**src/rtl/alu_issue_unit.sv**
```systemverilog
// Issue unit that sequences one request at a time through an external ALU:
// drive operands for two cycles, capture result and flags, hold the response until taken.
module alu_issue_unit #(
    parameter int DATA_W = 16
) (
    input  logic              CLK,
    input  logic              RST_N,
    input  logic              reqValid,
    output logic              reqReady,
    input  logic [2:0]        reqOp,
    input  logic [DATA_W-1:0] reqA,
    input  logic [DATA_W-1:0] reqB,
    output logic              aluActiveIn,
    output logic              aluOpB1,
    output logic              aluOpB2,
    output logic              aluOpB3,
    output logic [DATA_W-1:0] dataIn1,
    output logic [DATA_W-1:0] dataIn2,
    input  logic [DATA_W-1:0] dataOut,
    input  logic              zero,
    input  logic              lt,
    input  logic              gt,
    input  logic              cIn,
    input  logic              overflow,
    input  logic              cOut,
    output logic              rspValid,
    input  logic              rspReady,
    output logic [DATA_W-1:0] rspData,
    output logic [5:0]        rspFlags,
    output logic              rspErr,
    output logic [7:0]        opCount
);

    typedef enum logic [1:0] {IDLE, DRIVE, CAPTURE, HOLD} state_t;

    state_t            state, state_nxt;
    logic [2:0]        op_p0;
    logic [DATA_W-1:0] a_p0, b_p0;
    logic              accept, drive, rsp_take;

    function automatic logic op_legal(input logic [2:0] op);
        return op < 3'd6;
    endfunction

    assign accept   = (state == IDLE) && reqValid;
    assign drive    = (state == DRIVE) || (state == CAPTURE);
    assign rsp_take = (state == HOLD) && rspReady;

    always_ff @(posedge CLK or negedge RST_N) begin
        if (!RST_N) state <= IDLE;
        else        state <= state_nxt;
    end

    always_comb begin
        state_nxt = state;
        case (state)
            IDLE:    if (reqValid) state_nxt = op_legal(reqOp) ? DRIVE : HOLD;
            DRIVE:   state_nxt = CAPTURE;
            CAPTURE: state_nxt = HOLD;
            HOLD:    if (rspReady) state_nxt = IDLE;
            default: state_nxt = IDLE;
        endcase
    end

    // Stage p0: request operands held for the whole DRIVE/CAPTURE window
    always_ff @(posedge CLK) begin
        if (accept) begin
            op_p0 <= reqOp;
            a_p0  <= reqA;
            b_p0  <= reqB;
        end
    end

    // Response stage: illegal opcodes bypass the ALU and report an error with zeroed payload
    always_ff @(posedge CLK or negedge RST_N) begin
        if (!RST_N) begin
            rspData  <= '0;
            rspFlags <= '0;
            rspErr   <= 1'b0;
            opCount  <= 8'd0;
        end else begin
            if (accept && !op_legal(reqOp)) begin
                rspData  <= '0;
                rspFlags <= '0;
                rspErr   <= 1'b1;
            end else if (state == CAPTURE) begin
                rspData  <= dataOut;
                rspFlags <= {overflow, cOut, cIn, gt, lt, zero};
                rspErr   <= 1'b0;
            end
            if (rsp_take && !rspErr) opCount <= opCount + 8'd1;
        end
    end

    assign reqReady    = (state == IDLE);
    assign rspValid    = (state == HOLD);
    assign aluActiveIn = drive;
    assign aluOpB1     = drive & op_p0[2];
    assign aluOpB2     = drive & op_p0[1];
    assign aluOpB3     = drive & op_p0[0];
    assign dataIn1     = drive ? a_p0 : '0;
    assign dataIn2     = drive ? b_p0 : '0;

endmodule

```
**config.mk**
```make
export PLATFORM = sky130hd
export DESIGN_NAME = alu_issue_unit
export DESIGN_NICKNAME = d
export VERILOG_FILES = /design/src/rtl/alu_issue_unit.sv
export SDC_FILE = /design/constraint.sdc
export NUM_CORES = 1
export LEC_CHECK = 0
export CORE_MARGIN = 8
export CORE_UTILIZATION = 37
export CTS_CLUSTER_DIAMETER = 200
export DETAILED_ROUTE_END_ITERATION = 8
export PLACE_DENSITY_LB_ADDON = 0.08
export RECOVER_POWER = 25
export SETUP_SLACK_MARGIN = 0.5
export SLEW_MARGIN = 10
export SYNTH_ARGS = -nofsm -noshare
export SYNTH_HDL_FRONTEND = slang
export SYNTH_SLANG_ARGS = --single-unit
```
**constraint.sdc**
```tcl
create_clock -name CLK -period 1.5 [get_ports CLK]
set_input_delay 0.45 -clock CLK [delete_from_list [all_inputs] [get_ports CLK]]
set_output_delay 0.45 -clock CLK [all_outputs]
set_load 0.02 [all_outputs]
```
# Yosys cells after proc, flatten, opt, wreduce, memory -nomap -nowiden

Index checks and enable logic that the tools add are counted.

Word-level logic and storage cells: 40
Register bits: 68
Bits of input ports: 61
Output and inout port bits: 69

Order comparisons: 1
Multiplexer cells: 12
Reduce and logical (&&, ||, !) cells: 10
Add/subtract/negate cells: 1
Equal/unequal tests: 5
Bitwise gates (word level): 3

Operator list:

| cell                | count |
|---|---|
| $mux 16             | 4 |
| $mux 6              | 2 |
| $add 8x1->8 const B | 1 |
| $pmux 2 s4          | 1 |
| $mux 2              | 3 |
| $eq 2x2->1 const B  | 2 |
| $logic_and 1x1->1   | 4 |
| $and 1x1->1         | 3 |
| $lt 3x3->1 const B  | 1 |
| $eq 2x1->1 const B  | 1 |
| $logic_not 1->1     | 2 |
| $logic_not 2->1     | 1 |
| $mux 1              | 2 |
| $ne 2x1->1 const B  | 1 |
| $ne 2x2->1 const B  | 1 |
| $reduce_and 2->1    | 1 |
| $reduce_bool 2->1   | 1 |
| $logic_or 1x1->1    | 1 |

# Logic depth before layout (Yosys ltp)

Word-level depth: 4
Gate-level depth with buffers: 7
Mapped depth without buffers: 5

# Worst setup path before layout

Ideal clock, no wire load.

Path kind: flip-flop to flip-flop
Start point: register state[0]
End point: register rspData[0]
Data required time: 1.381 ns
Slack: -0.346 ns
Cell stages (with the launch flop): 8
Library setup time: 0.119 ns
Period minus slack after synthesis: 1.846 ns
Buffers on the path: 2
Arrival: 1.727 ns
Cells stage by stage: dfrtp_1 > inv_1 > ha_1 > and2_4 > and3_1 > buf_2 > buf_6 > nor2_1

Longest elaborated chain between the ends: 4
Elaborated cells on any way between the ends: 6
Those cells by class: eq/ne (1); mux (1); reduce/logical (4)

RTL lines:

| element                                      | RTL line | text |
|---|---|---|
| start: declaration                           | 36       | `state_t state, state_nxt;` |
| start signal: assignment                     | 51       | `else state <= state_nxt;` |
| $logic_not 2->1 (*)                          | --       |  |
| via reqReady                                 | 9        | `output logic reqReady,` |
| $logic_and 1x1->1 (*)                        | 45       | `assign accept = (state == IDLE) && reqValid;` |
| via accept                                   | 39       | `logic accept, drive, rsp_take;` |
| $logic_and 1x1->1 (*)                        | 82       | `if (accept && !op_legal(reqOp)) begin` |
| $mux 16 or $reduce_bool 2->1 (tied branches) | --       |  |
| end signal: assignment                       | 87       | `rspData <= dataOut;` |
| end: declaration                             | 28       | `output logic [DATA_W-1:0] rspData,` |

The timed path passes the listed nets; every way through them passes the cells marked *.
A chain may end at the register's enable or synchronous reset.

# Worst setup path after layout

Start point: register state[1]
End point: output port dataIn2[10]

Longest elaborated chain between the ends: 3
Elaborated cells on any way between the ends: 4
Those cells by class: eq/ne (2); mux (1); reduce/logical (1)

RTL lines:

| element                                  | RTL line | text |
|---|---|---|
| $eq 2x1->1 or $eq 2x2->1 (tied branches) | 46       | `assign drive = (state == DRIVE) \|\| (state == CAPTURE);` |
| $logic_or 1x1->1 (*)                     | 46       |  |
| $mux 16 (*)                              | 102      | `assign dataIn2 = drive ? b_p0 : '0;` |
| end: declaration                         | 18       | `output logic [DATA_W-1:0] dataIn2,` |

Mark *: on every way between the ends. The rest lies on a longest branch, timed or not.

==> reports/qor.yml <==
setup_path:
  launching_instance_or_port_of_the_critical_path: "state[1]"
  reg2reg_setup_slack_ns: -0.04
  critical_path.slowest_cell: "dfrtp_1"
  timing.critical_path.required_ns: 1.05
  setup.worst_path.class: "reg2out"
  max_stage_delay_ns: 0.39
  worst-endpoint-arrival_ns: 1.51
  start_kind: "flop"
  worst-path-buf-inv: 3
  rr_startpoint: "state[1]"
  crit_fanout: 26
  critical_path.cell_chain: "inv_2 -> ha_4 -> buf_12 -> and2_2 -> buf_6"
  endpoint_kind: "output pin"
  cpLargestDelayFamily: "flip-flops"
clocking:
  cts_root_buf: "clkbuf_8"
  cts.path.max_buffers: 2
  cts.hold.buffers_added: 0
  insertion_delay_ns: 0.34
  tritoncts.num_buffers: 9
  htree_levels: 3
  worst_setup_hold_path_clk_slew_ns: 0.07
  cts_tree: "built"
  clock_sinks: 68
die:
  placementRows: 31
  die_area_um2: 10500
  num_io_pins: 130
  die-width_um: 102
  initial_core_util_pct: 38.0
  die_y_um: 102
  core_area_um2: 7250
power:
  switching_share_pct: 36.5
  leakagePower_nw: 2.43
  power_mw: 13.0
  power.net_switching_mw: 4.75
  pwr-share-seq_pct: 22.9
  p_clk_share_pct: 11.3
  share_comb_of_total_power_pct: 65.8
  ir_worst_vdd_mv: 1.21
  cell_int_power_mw: 8.25
  power_density_nw_per_um2: 2280
drt:
  drt.antenna.violating_nets: 0
  drc: 0
  post_drt_via_cell_ratio: 4.49
  number_of_detailed_route_iterations_in_the_first_pass: 4
  drt_iter0_drc: 65
  vias: 2227
  wirelength_mm: 8.64
  route.detailed.wl_per_inst_um: 17.4
sta:
  post-route-min-period_ns: 1.96
  finClkSkew_ns: 0.00781
  worst_hold_margin_ns: 0.576
  timing.final.ws_setup_ns: -0.463
  rsz_0062_raised_after_global_routing: "true"
  fin_crit_sh_pct: 131
  worst_slew_pin_slew_ns: 0.833
  max_slew_margin_pct: 44.5
  finalHoldViolations: 0
  maxSlewViolCount: 0
  fmaxAchievable_ghz: 0.509
  report.final.setup_viol: 47
cells_and_area:
  layout.cell_area.non_filler_um2: 5710
  fin_util_pct: 78.7
  final_std_cells_w_o_fill: 496
  layout-drive-gt1-share_pct: 59.7
  flow.area_growth_from_synthesis_pct: 107
  mostFrequentLayoutCell: "buf_6"
  mostFrequentLayoutCells: "buf_6 (76), clkdlybuf4s50_1 (59), edfxtp_1 (35)"
  ff_latch_area_um2: 1880
  area_of_the_multi_input_gates_um2: 1280
  n_antenna_cell: 0
  num-nets-final: 457
  filler_cell_count: 452
status:
  failed_checks: "setup timing"
  run_status: "complete, but fails checks"
global_routing:
  gr-usage-all-layers_pct: 16.2
  gr-total-overflow: 0
  via_count_of_the_first_global_routing_pass: 2369
  grt_pass1_wl_mm: 12.6
  grt_antenna_before_repair: 0
  grt_start_max_net_pins: 34
worst_hold_path:
  hold_path_startpoint: "rspFlags[0]"
  min-delay-path-class: "reg2reg"
yosys:
  synth_area_per_cell_um2: 14.2
  synth_nets: 259
  netlist-cell-type-count: 27
  synth_top_cell_area_share_pct: 38.1
  area_contributors_post_synth: "edfxtp_1 (38%), dfrtp_1 (30%), mux2i_1 (8.4%)"
  synth.cell_area_um2: 2760
  cell_type_with_the_largest_total_area_after_synthesis: "edfxtp_1"
  syn-instance-count: 194
  flop_and_latch_count_out_of_synthesis: 68
  synth-warning-count: 0
  synth-seq-area-share_pct: 68.1
placed_design:
  detailed_place.area_um2: 4450
  dp_cells: 438
  gp_routability_congestion: 0.714
  portBuffers: 129
  place.detailed.hpwl_mm: 5.32
job:
  drv_cap: 0
registers in the layout (all words and copies together) (netlist names):
| name | cells |
|---|---|
| b_p0 | 16 |
| rspFlags | 6 |
| op_p0 | 3 |
| rspErr | 1 |
| a_p0 | 16 |
| state | 2 |
| opCount | 8 |
| rspData | 16 |
synthesized netlist by cell type, drive strengths merged:
master and count:
and2 36, nor4 1, ha 4, nand3b 1, edfxtp 35, buf 6, nand4b 2, clkbuf 3
and2b 1, a21oi 1, a21o 1, a31oi 1, nor3 2, nor2b 1, o32a 1, mux2i 23
mux2 1, and3 1, dfrtp 33, nor2 24, xnor2 2, xor2 5, inv 4, nand2 5
layer usage:
layer  share of wire [%]  up-vias  global-route usage [%]  routed length [µm]
met5                   0        -                       0                   0
met4                 2.1        0                    7.45                 181
met3                 8.1       17                    6.27                 702
met2                  53       79                    28.1                4590
met1                  37     1071                    17.1                3160
li1                    -     1060                       -                   -
tightest hold or removal path, stage by stage, from the launching register on:
cell     delay, ns
dfrtp_1       0.38
mux2i_1       0.08
nor2_1        0.08
per-stage QoR:
step,setup TNS [ns],setup WS [ns]
finish,-15.50,-0.463
global route,-19.29,-0.508
CTS,-16.34,-0.476
detailed placement,-27.73,-0.543
global placement,-27.03,-0.518
floorplan,-5.76,-0.141
cell families after synthesis:
group,after synthesis,share of synthesized area (%)
XOR/XNOR,7,2.22
flip-flops,68,68.1
adder cells (fa/ha/maj),4,1.82
buffers and inverters,13,2.50
AND/OR/NAND/NOR,74,15.6
AO/OA/AOI/OAI,4,1.04
multiplexers,24,8.76
final cells by class:
class | count | area share [%]
Inverter | 4 | 0.263
Tap cell | 99 | 2.17
Sequential cell | 68 | 32.9
Multi-Input combinational cell | 113 | 22.4
Clock inverter | 3 | 0.307
Timing Repair Buffer | 196 | 38.9
Clock buffer | 13 | 3.16
power groups by stage:
stage               clock [mW]  combinational, mW  sequential [mW]
finish                    1.46               8.55             2.98
global route              1.59               9.00             3.03
CTS                       1.51               7.72             2.96
detailed placement           0               6.03             2.86
global placement             0               5.96             2.86
floorplan                    0               2.69             3.34
final timing paths:
kind                          endpoint  cells after the start
min in group asynchronous   rspData[1]                      2
max reg2reg                   state[1]                      7
max in group asynchronous  rspData[14]                      2
max                        dataIn2[10]                      5
min reg2reg                rspFlags[0]                      2
min                        rspFlags[0]                      2
repair_timing:
action	in CTS	in global routing
pin swaps	22	14
setup buffers	17	15
cloned	10	0
setup endpoints to repair	137	137
resized for setup	465	51
No activity file was read; power rests on OpenSTA's default activity.
